<file path="src/rtl/my_reduce_tree_pkg.sv">
// Shared types and helpers for the pipelined reduction tree: operator encoding,
// identity values, the 2-input reduction cell and stage-count arithmetic.
package my_reduce_pkg;

   typedef enum logic [1:0] {
      OP_OR  = 2'd0,
      OP_AND = 2'd1,
      OP_XOR = 2'd2,
      OP_NOR = 2'd3
   } op_e;

   typedef enum logic {
      ACC_IDLE = 1'b0,
      ACC_RUN  = 1'b1
   } acc_state_e;

   function automatic logic identity(op_e op);
      return (op == OP_AND);
   endfunction

   // NOR reduces as OR; the inversion is applied once at the output.
   function automatic logic reduce2(op_e op, logic a, logic b);
      case (op)
         OP_AND:  return a & b;
         OP_XOR:  return a ^ b;
         default: return a | b;
      endcase
   endfunction

   function automatic int num_stages(int width, int levels_per_stage);
      int depth;
      depth = 0;
      for (int w = width; w > 1; w = w / 2) depth++;
      return (depth + levels_per_stage - 1) / levels_per_stage;
   endfunction

endpackage

</file>
<file path="src/rtl/my_reduce_tree_stage.sv">
// One pipeline stage of the reduction tree: LEVELS combinational 2-input levels
// followed by an enable-gated register for partial results, valid and op.
module my_reduce_stage
   import my_reduce_pkg::*;
#(
   parameter int IN_W   = 16,
   parameter int LEVELS = 1
) (
   input  logic                       clk,
   input  logic                       reset,
   input  logic                       en,
   input  logic                       in_valid,
   input  logic [1:0]                 in_op,
   input  logic [IN_W-1:0]            in_vec,
   output logic                       out_valid,
   output logic [1:0]                 out_op,
   output logic [(IN_W>>LEVELS)-1:0]  out_vec
);

   localparam int OUT_W = IN_W >> LEVELS;

   op_e op;
   assign op = op_e'(in_op);

   // Each level halves the vector; level l holds IN_W>>l partial results.
   for (genvar l = 0; l <= LEVELS; l++) begin : g_lvl
      logic [(IN_W>>l)-1:0] v;
      if (l == 0) begin : g_leaf
         assign v = in_vec;
      end else begin : g_node
         for (genvar i = 0; i < (IN_W >> l); i++) begin : g_bit
            assign v[i] = reduce2(op, g_lvl[l-1].v[2*i], g_lvl[l-1].v[2*i+1]);
         end
      end
   end

   logic             valid_q, valid_d;
   logic [1:0]       op_q,    op_d;
   logic [OUT_W-1:0] vec_q,   vec_d;

   always_comb begin
      valid_d = valid_q;
      op_d    = op_q;
      vec_d   = vec_q;
      if (en) begin
         valid_d = in_valid;
         op_d    = in_op;
         vec_d   = g_lvl[LEVELS].v;
      end
   end

   // NOTE: sequential state uses non-blocking assignments only; the data
   // registers are reset too so a post-reset output never shows stale bits.
   always_ff @(posedge clk) begin
      if (reset) begin
         valid_q <= 1'b0;
         op_q    <= 2'd0;
         vec_q   <= '0;
      end else begin
         valid_q <= valid_d;
         op_q    <= op_d;
         vec_q   <= vec_d;
      end
   end

   assign out_valid = valid_q;
   assign out_op    = op_q;
   assign out_vec   = vec_q;

endmodule

</file>
<file path="src/rtl/my_reduce_tree.sv">
// Pipelined WIDTH-to-1 reduction (OR/AND/XOR/NOR) with valid/ready handshake.
// Define MY_REDUCE_ACCUM_EN to add in_last and fold multi-beat bursts into one result.
module my_reduce_tree
   import my_reduce_pkg::*;
#(
   parameter int WIDTH            = 16,
   parameter int LEVELS_PER_STAGE = 1
) (
   input  logic             clk,
   input  logic             reset,
   input  logic             in_valid,
   output logic             in_ready,
   input  logic [WIDTH-1:0] in_data,
   input  logic [1:0]       in_op,
`ifdef MY_REDUCE_ACCUM_EN
   input  logic             in_last,
`endif
   output logic             out_valid,
   input  logic             out_ready,
   output logic             out_data
);

   localparam int K = LEVELS_PER_STAGE;
   localparam int D = $clog2(WIDTH);
   localparam int S = num_stages(WIDTH, K);

   logic adv;
   logic out_valid_q, out_valid_d;
   logic out_data_q,  out_data_d;
   logic [1:0] op_in;

   // A single global advance: the whole pipe moves or the whole pipe holds.
   assign adv      = !out_valid_q | out_ready;
   assign in_ready = adv;

   for (genvar s = 0; s < S; s++) begin : g_stage
      localparam int LV = (s == S - 1) ? D - K * (S - 1) : K;
      localparam int IW = WIDTH >> (K * s);
      logic                  v;
      logic [1:0]            op;
      logic [(IW>>LV)-1:0]   vec;
      if (s == 0) begin : g_first
         my_reduce_stage #(.IN_W(IW), .LEVELS(LV)) u_stage (
            .clk       (clk),
            .reset     (reset),
            .en        (adv),
            .in_valid  (in_valid),
            .in_op     (op_in),
            .in_vec    (in_data),
            .out_valid (v),
            .out_op    (op),
            .out_vec   (vec)
         );
      end else begin : g_next
         my_reduce_stage #(.IN_W(IW), .LEVELS(LV)) u_stage (
            .clk       (clk),
            .reset     (reset),
            .en        (adv),
            .in_valid  (g_stage[s-1].v),
            .in_op     (g_stage[s-1].op),
            .in_vec    (g_stage[s-1].vec),
            .out_valid (v),
            .out_op    (op),
            .out_vec   (vec)
         );
      end
   end

   logic tree_valid;
   logic tree_res;
   op_e  tree_op;

   assign tree_valid = g_stage[S-1].v;
   assign tree_res   = g_stage[S-1].vec;
   assign tree_op    = op_e'(g_stage[S-1].op);

`ifdef MY_REDUCE_ACCUM_EN

   // Input side: the first beat of a burst fixes the op for every later beat,
   // so the tree already reduces middle beats with the burst's operator.
   logic       in_burst_q, in_burst_d;
   logic [1:0] burst_op_q, burst_op_d;
   logic [S-1:0] last_q, last_d;

   assign op_in = in_burst_q ? burst_op_q : in_op;

   always_comb begin
      in_burst_d = in_burst_q;
      burst_op_d = burst_op_q;
      last_d     = last_q;
      if (adv) begin
         last_d[0] = in_last;
         for (int s = 1; s < S; s++) last_d[s] = last_q[s-1];
         if (in_valid) begin
            in_burst_d = !in_last;
            burst_op_d = op_in;
         end
      end
   end

   acc_state_e state_q,  state_d;
   op_e        acc_op_q, acc_op_d;
   logic       acc_q,    acc_d;
   op_e        cur_op;
   logic       merged;

   assign cur_op = (state_q == ACC_IDLE) ? tree_op : acc_op_q;
   assign merged = (state_q == ACC_IDLE) ? tree_res : reduce2(acc_op_q, acc_q, tree_res);

   always_comb begin
      state_d     = state_q;
      acc_op_d    = acc_op_q;
      acc_d       = acc_q;
      out_valid_d = out_valid_q;
      out_data_d  = out_data_q;
      if (adv) begin
         out_valid_d = 1'b0;
         if (tree_valid) begin
            if (last_q[S-1]) begin
               out_valid_d = 1'b1;
               out_data_d  = (cur_op == OP_NOR) ? ~merged : merged;
               acc_d       = identity(cur_op);
               state_d     = ACC_IDLE;
            end else begin
               acc_d       = merged;
               acc_op_d    = cur_op;
               state_d     = ACC_RUN;
            end
         end
      end
   end

   always_ff @(posedge clk) begin
      if (reset) begin
         in_burst_q <= 1'b0;
         burst_op_q <= 2'd0;
         last_q     <= '0;
         state_q    <= ACC_IDLE;
         acc_op_q   <= OP_OR;
         acc_q      <= identity(OP_OR);
      end else begin
         in_burst_q <= in_burst_d;
         burst_op_q <= burst_op_d;
         last_q     <= last_d;
         state_q    <= state_d;
         acc_op_q   <= acc_op_d;
         acc_q      <= acc_d;
      end
   end

`else

   assign op_in = in_op;

   always_comb begin
      out_valid_d = out_valid_q;
      out_data_d  = out_data_q;
      if (adv) begin
         out_valid_d = tree_valid;
         if (tree_valid) out_data_d = (tree_op == OP_NOR) ? ~tree_res : tree_res;
      end
   end

`endif

   always_ff @(posedge clk) begin
      if (reset) begin
         out_valid_q <= 1'b0;
         out_data_q  <= 1'b0;
      end else begin
         out_valid_q <= out_valid_d;
         out_data_q  <= out_data_d;
      end
   end

   assign out_valid = out_valid_q;
   assign out_data  = out_data_q;

endmodule

</file>
<file path="config.mk">
export PLATFORM = sky130hd
export DESIGN_NAME = my_reduce_tree
export DESIGN_NICKNAME = d
export VERILOG_FILES = /design/src/rtl/my_reduce_tree_pkg.sv /design/src/rtl/my_reduce_tree_stage.sv /design/src/rtl/my_reduce_tree.sv
export SDC_FILE = /design/constraint.sdc
export NUM_CORES = 1
export LEC_CHECK = 0
export BUFFER_PORTS_ARGS = -buffer_cell sky130_fd_sc_hd__buf_2
export CAP_MARGIN = 20
export CORE_MARGIN = 2
export CORE_UTILIZATION = 40
export DETAILED_ROUTE_END_ITERATION = 7
export HOLD_SLACK_MARGIN = 0.15
export PLACE_DENSITY = 0.6
export SYNTH_ARGS = -nofsm -noshare
export SYNTH_HDL_FRONTEND = slang
export SYNTH_SLANG_ARGS = --single-unit
</file>
<file path="constraint.sdc">
create_clock -name clk -period 1.6 [get_ports clk]
set_input_delay 0 -clock clk [delete_from_list [all_inputs] [get_ports clk]]
set_output_delay 0 -clock clk [all_outputs]
set_load 0.03 [all_outputs]
</file>
# --- After elaboration in Yosys (flattened, before gate mapping) ---
# Index checks and enable logic that the tools add are counted.
word_totals:
  in_bits: 22
  register_bits: 29
  wordCells: 88
classes:
  n_reduce_logical: 2
  mux: 16
  n_eq_ne: 9
  bitwise_logic: 47
op_table:
  columns: ["operator", "n"]
  rows:
  - ["$pmux W1 S2", 15]
  - ["$or A1 B1 Y1", 16]
  - ["$and A1 B1 Y1", 15]
  - ["$xor A1 B1 Y1", 15]
  - ["$eq A2 B2 Y1 const B", 5]
  - ["$eq A2 B1 Y1 const B", 4]
  - ["$reduce_and A2 Y1", 1]
  - ["$logic_not A1 Y1", 1]
  - ["$mux W1", 1]
  - ["$not A1 Y1", 1]

# --- Logic depth before layout (Yosys ltp) ---
logic_depth:
  ltp_word: 3
  depth_mapped: 6

# --- By module ---
# From an unflattened synthesis, not the netlist that was laid out.
hier_totals:
  hier_cells: 209
  area_unflattened_um2: 1934.4
by_module_without_submodules:
  columns: ["mod", "seq_area_each_um2", "cells_per_inst", "instances", "area_each_um2"]
  rows:
  - ["my_reduce_stage at g_stage[0].g_first.u_stage", 220.2, 90, 1, 832.0]
  - ["my_reduce_stage at g_stage[1].g_next.u_stage", 140.1, 51, 1, 464.2]
  - ["my_reduce_stage at g_stage[2].g_next.u_stage", 100.1, 35, 1, 315.3]
  - ["my_reduce_stage at g_stage[3].g_next.u_stage", 80.1, 24, 1, 241.5]
  - ["my_reduce_tree", 40.0, 9, 1, 81.3]

# --- Least setup slack after synthesis ---
# OpenSTA, ideal clock, no wires.
synth_timing:
  path_type: "register to register"
  from: "register g_stage[0].g_first.u_stage.op_q[0]"
  to: "register g_stage[1].g_next.u_stage.vec_q[3]"
  n_path_buf: 1
  path_stages_with_launch: 7
  path_slack_ns: 0.261
  arrival_time_ns: 1.273
  cell_sequence: "dfxtp_1 > inv_1 > ha_1 > clkbuf_1 > a221oi_1 > a211o_1 > a21oi_2"
synth_via:
  elab_chain_cells: 2
  word_cells_on_any_way: 3
  cone_classes: "eq/ne (2); mux (1)"
synth_lines:
  columns: ["item", "line_no", "rtl"]
  rows:
  - ["from (decl)", "my_reduce_tree_stage.sv:38", "logic [1:0] op_q, op_d;"]
  - ["from (signal assigned)", "my_reduce_tree_stage.sv:61", "op_q <= op_d;"]
  - ["$eq A2 B2 Y1 / $eq A2 B1 Y1 (equally long branches)", "my_reduce_tree_pkg.sv:23", "case (op)"]
  - ["$pmux W1 S2 (*)", "my_reduce_tree_pkg.sv:23", null]
  - ["to (signal assigned)", "my_reduce_tree_stage.sv:62", "vec_q <= vec_d;"]
  - ["to (decl)", "my_reduce_tree_stage.sv:39", "logic [OUT_W-1:0] vec_q, vec_d;"]
# Every way passes the cells marked *; elsewhere a longest branch is shown, timed or not.
# A chain may end at the register's enable or synchronous reset.

# --- Worst setup path in the final report ---
layout_timing:
  from: "input in_op[0]"
  to: "register g_stage[0].g_first.u_stage.vec_q[0]"
layout_via:
  elab_chain_cells: 2
  word_cells_on_any_way: 3
  cone_classes: "eq/ne (2); mux (1)"
layout_lines:
  columns: ["item", "line_no", "rtl"]
  rows:
  - ["from (decl)", "my_reduce_tree.sv:14", "input logic [1:0] in_op,"]
  - ["$eq A2 B2 Y1 / $eq A2 B1 Y1 (equally long branches)", "my_reduce_tree_pkg.sv:23", null]
  - ["$pmux W1 S2 (*)", "my_reduce_tree_pkg.sv:23", null]
  - ["to (signal assigned)", "my_reduce_tree_stage.sv:62", null]
  - ["to (decl)", "my_reduce_tree_stage.sv:39", null]
# Marks and branches as above.

==> results_dict.tcl <==
set metrics [dict create \
    hp-class "primary input to flip-flop" \
    max-cap-violations 0 \
    crit_required_ns 1.81 \
    drt.antenna.violating_nets 0 \
    diodes 0 \
    num_rows 25 \
    die_x_microns 73.4 \
    fin_crit_sh 0.913 \
    ir_drop_uv 303 \
    cp_num_buf_inv 3 \
    cts_sinks 29 \
    pwr-share-clk 0.316 \
    pre_cts_slack_ns 0.193 \
    fin_setup_tns_ns 0 \
    start_util 0.410 \
    clock_path_buffers 2 \
    htreeDepth 2 \
    critPathCaptureType "flip-flop" \
    placed_cell_area_sq_um 2060 \
    grt_max_degree 34 \
    max_slew_margin 0.560 \
    register_area_sq_um 581 \
    combPwrFrac 0.200 \
    gp_congestion 0.687 \
    critPathMaxFanout 16 \
    vias 1463 \
    cpPeakStageDelay_ns 0.52 \
    power_leakage_nw 1.05 \
    fmax_ghz 0.685 \
    pin_count 25 \
    power.internal_w 0.00123 \
    swShare 0.270 \
    fin_nets 306 \
    fin_crit_ns 1.46 \
    cts_tree "built" \
    synth_seq_cells 29 \
    firstDrtPassIters 4 \
    grt_use_total 0.132 \
    syn_nets 283 \
    drive_gt1_frac 0.192 \
    cts_made_buffers 5 \
    die_area_sq_um 5380 \
    critical_path_class "primary input to flip-flop" \
    syn_area_per_cell_sq_um 8.63 \
    power_switching_w 0.000455 \
    multiInputGateArea_sq_um 1120 \
    skew_ns 0.00525 \
    fin_ws_ns 0.140 \
    area_growth_pct 12.4 \
    crit_slowest_cell "dlygate4sd3_1" \
    worst_pin_slew_ns 0.660 \
    grt_pass1_wl_microns 5540 \
    hold_violations 0 \
    vias_per_cell 4.89 \
    port-buffer-count 24 \
    slew_violations 0 \
    die_h_microns 73.4 \
    outcome "finished, final reports clean" \
    coreArea_sq_um 4690 \
    synth_area_sq_um 1920 \
    finalWirelength_microns 3160 \
    drc 0 \
    fin_area_sq_um 2160 \
    fillCellCount 459 \
    clock_latency_ns 0.28 \
    yosysWarnings 0 \
    antenna_found_initial 0 \
    power_density_nw_per_um2 778 \
    cp_cell_sequence "dlygate4sd3_1 > buf_2 > inv_1 > ha_2 > a221oi_1 > a211o_1 > a21oi_2" \
    grt_overflow_total 0 \
    rsz0062_at_grt "no" \
    root_buffer "clkbuf_8" \
    power_w 0.00168 \
    crit_family "buffers and inverters" \
    wl_per_cell_microns 10.6 \
    setup_violations 0 \
    cts.clk_slew.worst_paths_ns 0.06 \
    crit_arrival_ns 1.67 \
    drt_iter0_markers 51 \
    synth_cells 223 \
    worst_setup_path_start_kind "primary input" \
    grt_pass1_vias 1356 \
    ys_seq_area_frac 0.302 \
    dp_hpwl_microns 2230 \
    synthDistinctLibCells 19 \
    seqPwrFrac 0.484 \
]
synthesized netlist by cell type, drive strengths merged:
cell,instances,area share
buf,9,0.036
a221oi,14,0.064
nand2,40,0.078
a21oi,28,0.096
ha,38,0.25
clkbuf,4,0.0078
dfxtp,29,0.30
a221o,1,0.0052
a211o,14,0.064
nor2b,1,0.0072
nor3,1,0.0026
a311oi,1,0.0046
nor2,3,0.0059
xor2,1,0.0046
inv,39,0.076
cells in the final DEF (no fill, tap or decap), drive strengths merged:
cell         Yosys  layout
nor2             3       3
buf              9      26
dfxtp           29      29
a211o           14      14
xor2             1       1
dlygate4sd3      0       3
clkinv           0       1
nor3             1       1
inv             39      39
a311oi           1       1
nor2b            1       1
a221oi          14      14
a21oi           28      28
clkbuf           4       5
nand2           40      40
ha              38      38
a221o            1       1
power groups by stage:
stage / Clock, W / Sequential [W] / Combinational, W
after floorplan: 0 / 0.000825 / 0.000251
after global placement: 0 / 0.000829 / 0.000322
after detailed placement: 0 / 0.000831 / 0.000328
after CTS: 0.000557 / 0.000815 / 0.000339
after global routing: 0.000588 / 0.000823 / 0.000388
final: 0.000531 / 0.000815 / 0.000336
final cells by class:
type,count,area share
Clock buffer,5,0.0318
Clock inverter,1,0.00231
Inverter,39,0.0677
Multi-Input combinational cell,142,0.516
Sequential cell,29,0.269
Tap cell,54,0.0313
Timing Repair Buffer,29,0.0822
cells by family after synthesis:
family	synth area share
simple gates	0.0936
flops	0.302
fa+ha+maj	0.247
xor+xnor	0.00455
compound gates	0.233
buf+inv	0.120
sequential cells by signal (all words and copies together) (netlist names):
name	flops
g_stage.g_first.u_stage.out_op	2
g_stage.g_first.u_stage.out_valid	1
g_stage.g_first.u_stage.out_vec	8
g_stage.g_next.u_stage.out_op	6
g_stage.g_next.u_stage.out_valid	3
g_stage.g_next.u_stage.out_vec	7
out_data	1
out_valid	1
stage by stage:
| stage | instances | hold slack, ns | utilization |
|---|---|---|---|
| after floorplan | 223 | 0.140 | - |
| after global placement | 290 | 0.256 | 0.438 |
| after detailed placement | 290 | 0.252 | 0.438 |
| after CTS | 299 | 0.187 | 0.460 |
| after global routing | 299 | 0.202 | 0.461 |
| final | 299 | 0.194 | 0.461 |
repair_timing:
item,in CTS,in global routing
setup buffers,0,0
gates resized for setup,0,1
hold buffers,3,0
setup endpoints to repair,0,8
endpoints found under the hold margin,3,0
final timing paths:
kind,depth (start not counted),startpoint,slack (ns),end
worst max register to register,5,g_stage[0].g_first.u_stage.out_op[0]$_SDFFE_PP0P_,0.19,g_stage[1].g_next.u_stage.out_vec[2]$_SDFFE_PP0P_
worst max-delay path,7,in_op[0],0.14,g_stage[0].g_first.u_stage.out_vec[0]$_SDFFE_PP0P_
worst min register to register,2,g_stage[3].g_next.u_stage.out_op[1]$_SDFFE_PP0P_,0.45,g_stage[3].g_next.u_stage.out_op[1]$_SDFFE_PP0P_
worst min-delay path,5,out_ready,0.19,g_stage[0].g_first.u_stage.out_op[0]$_SDFFE_PP0P_
worst reg2reg max path: stages (launching register included):
cell and delay, ns:
dfxtp_1 0.37, inv_1 0.06, ha_1 0.40, a221oi_1 0.25, a211o_1 0.15, a21oi_2 0.05
per-layer routing:
layer	vias to the layer above	wire length, microns	global-route usage
met2	22	1440	0.222
li1	789	-	-
met4	0	62	0.0606
met3	6	106	0.0370
met1	646	1550	0.156
met5	-	0	0
Note: power is estimated with default switching activity, not from simulation.
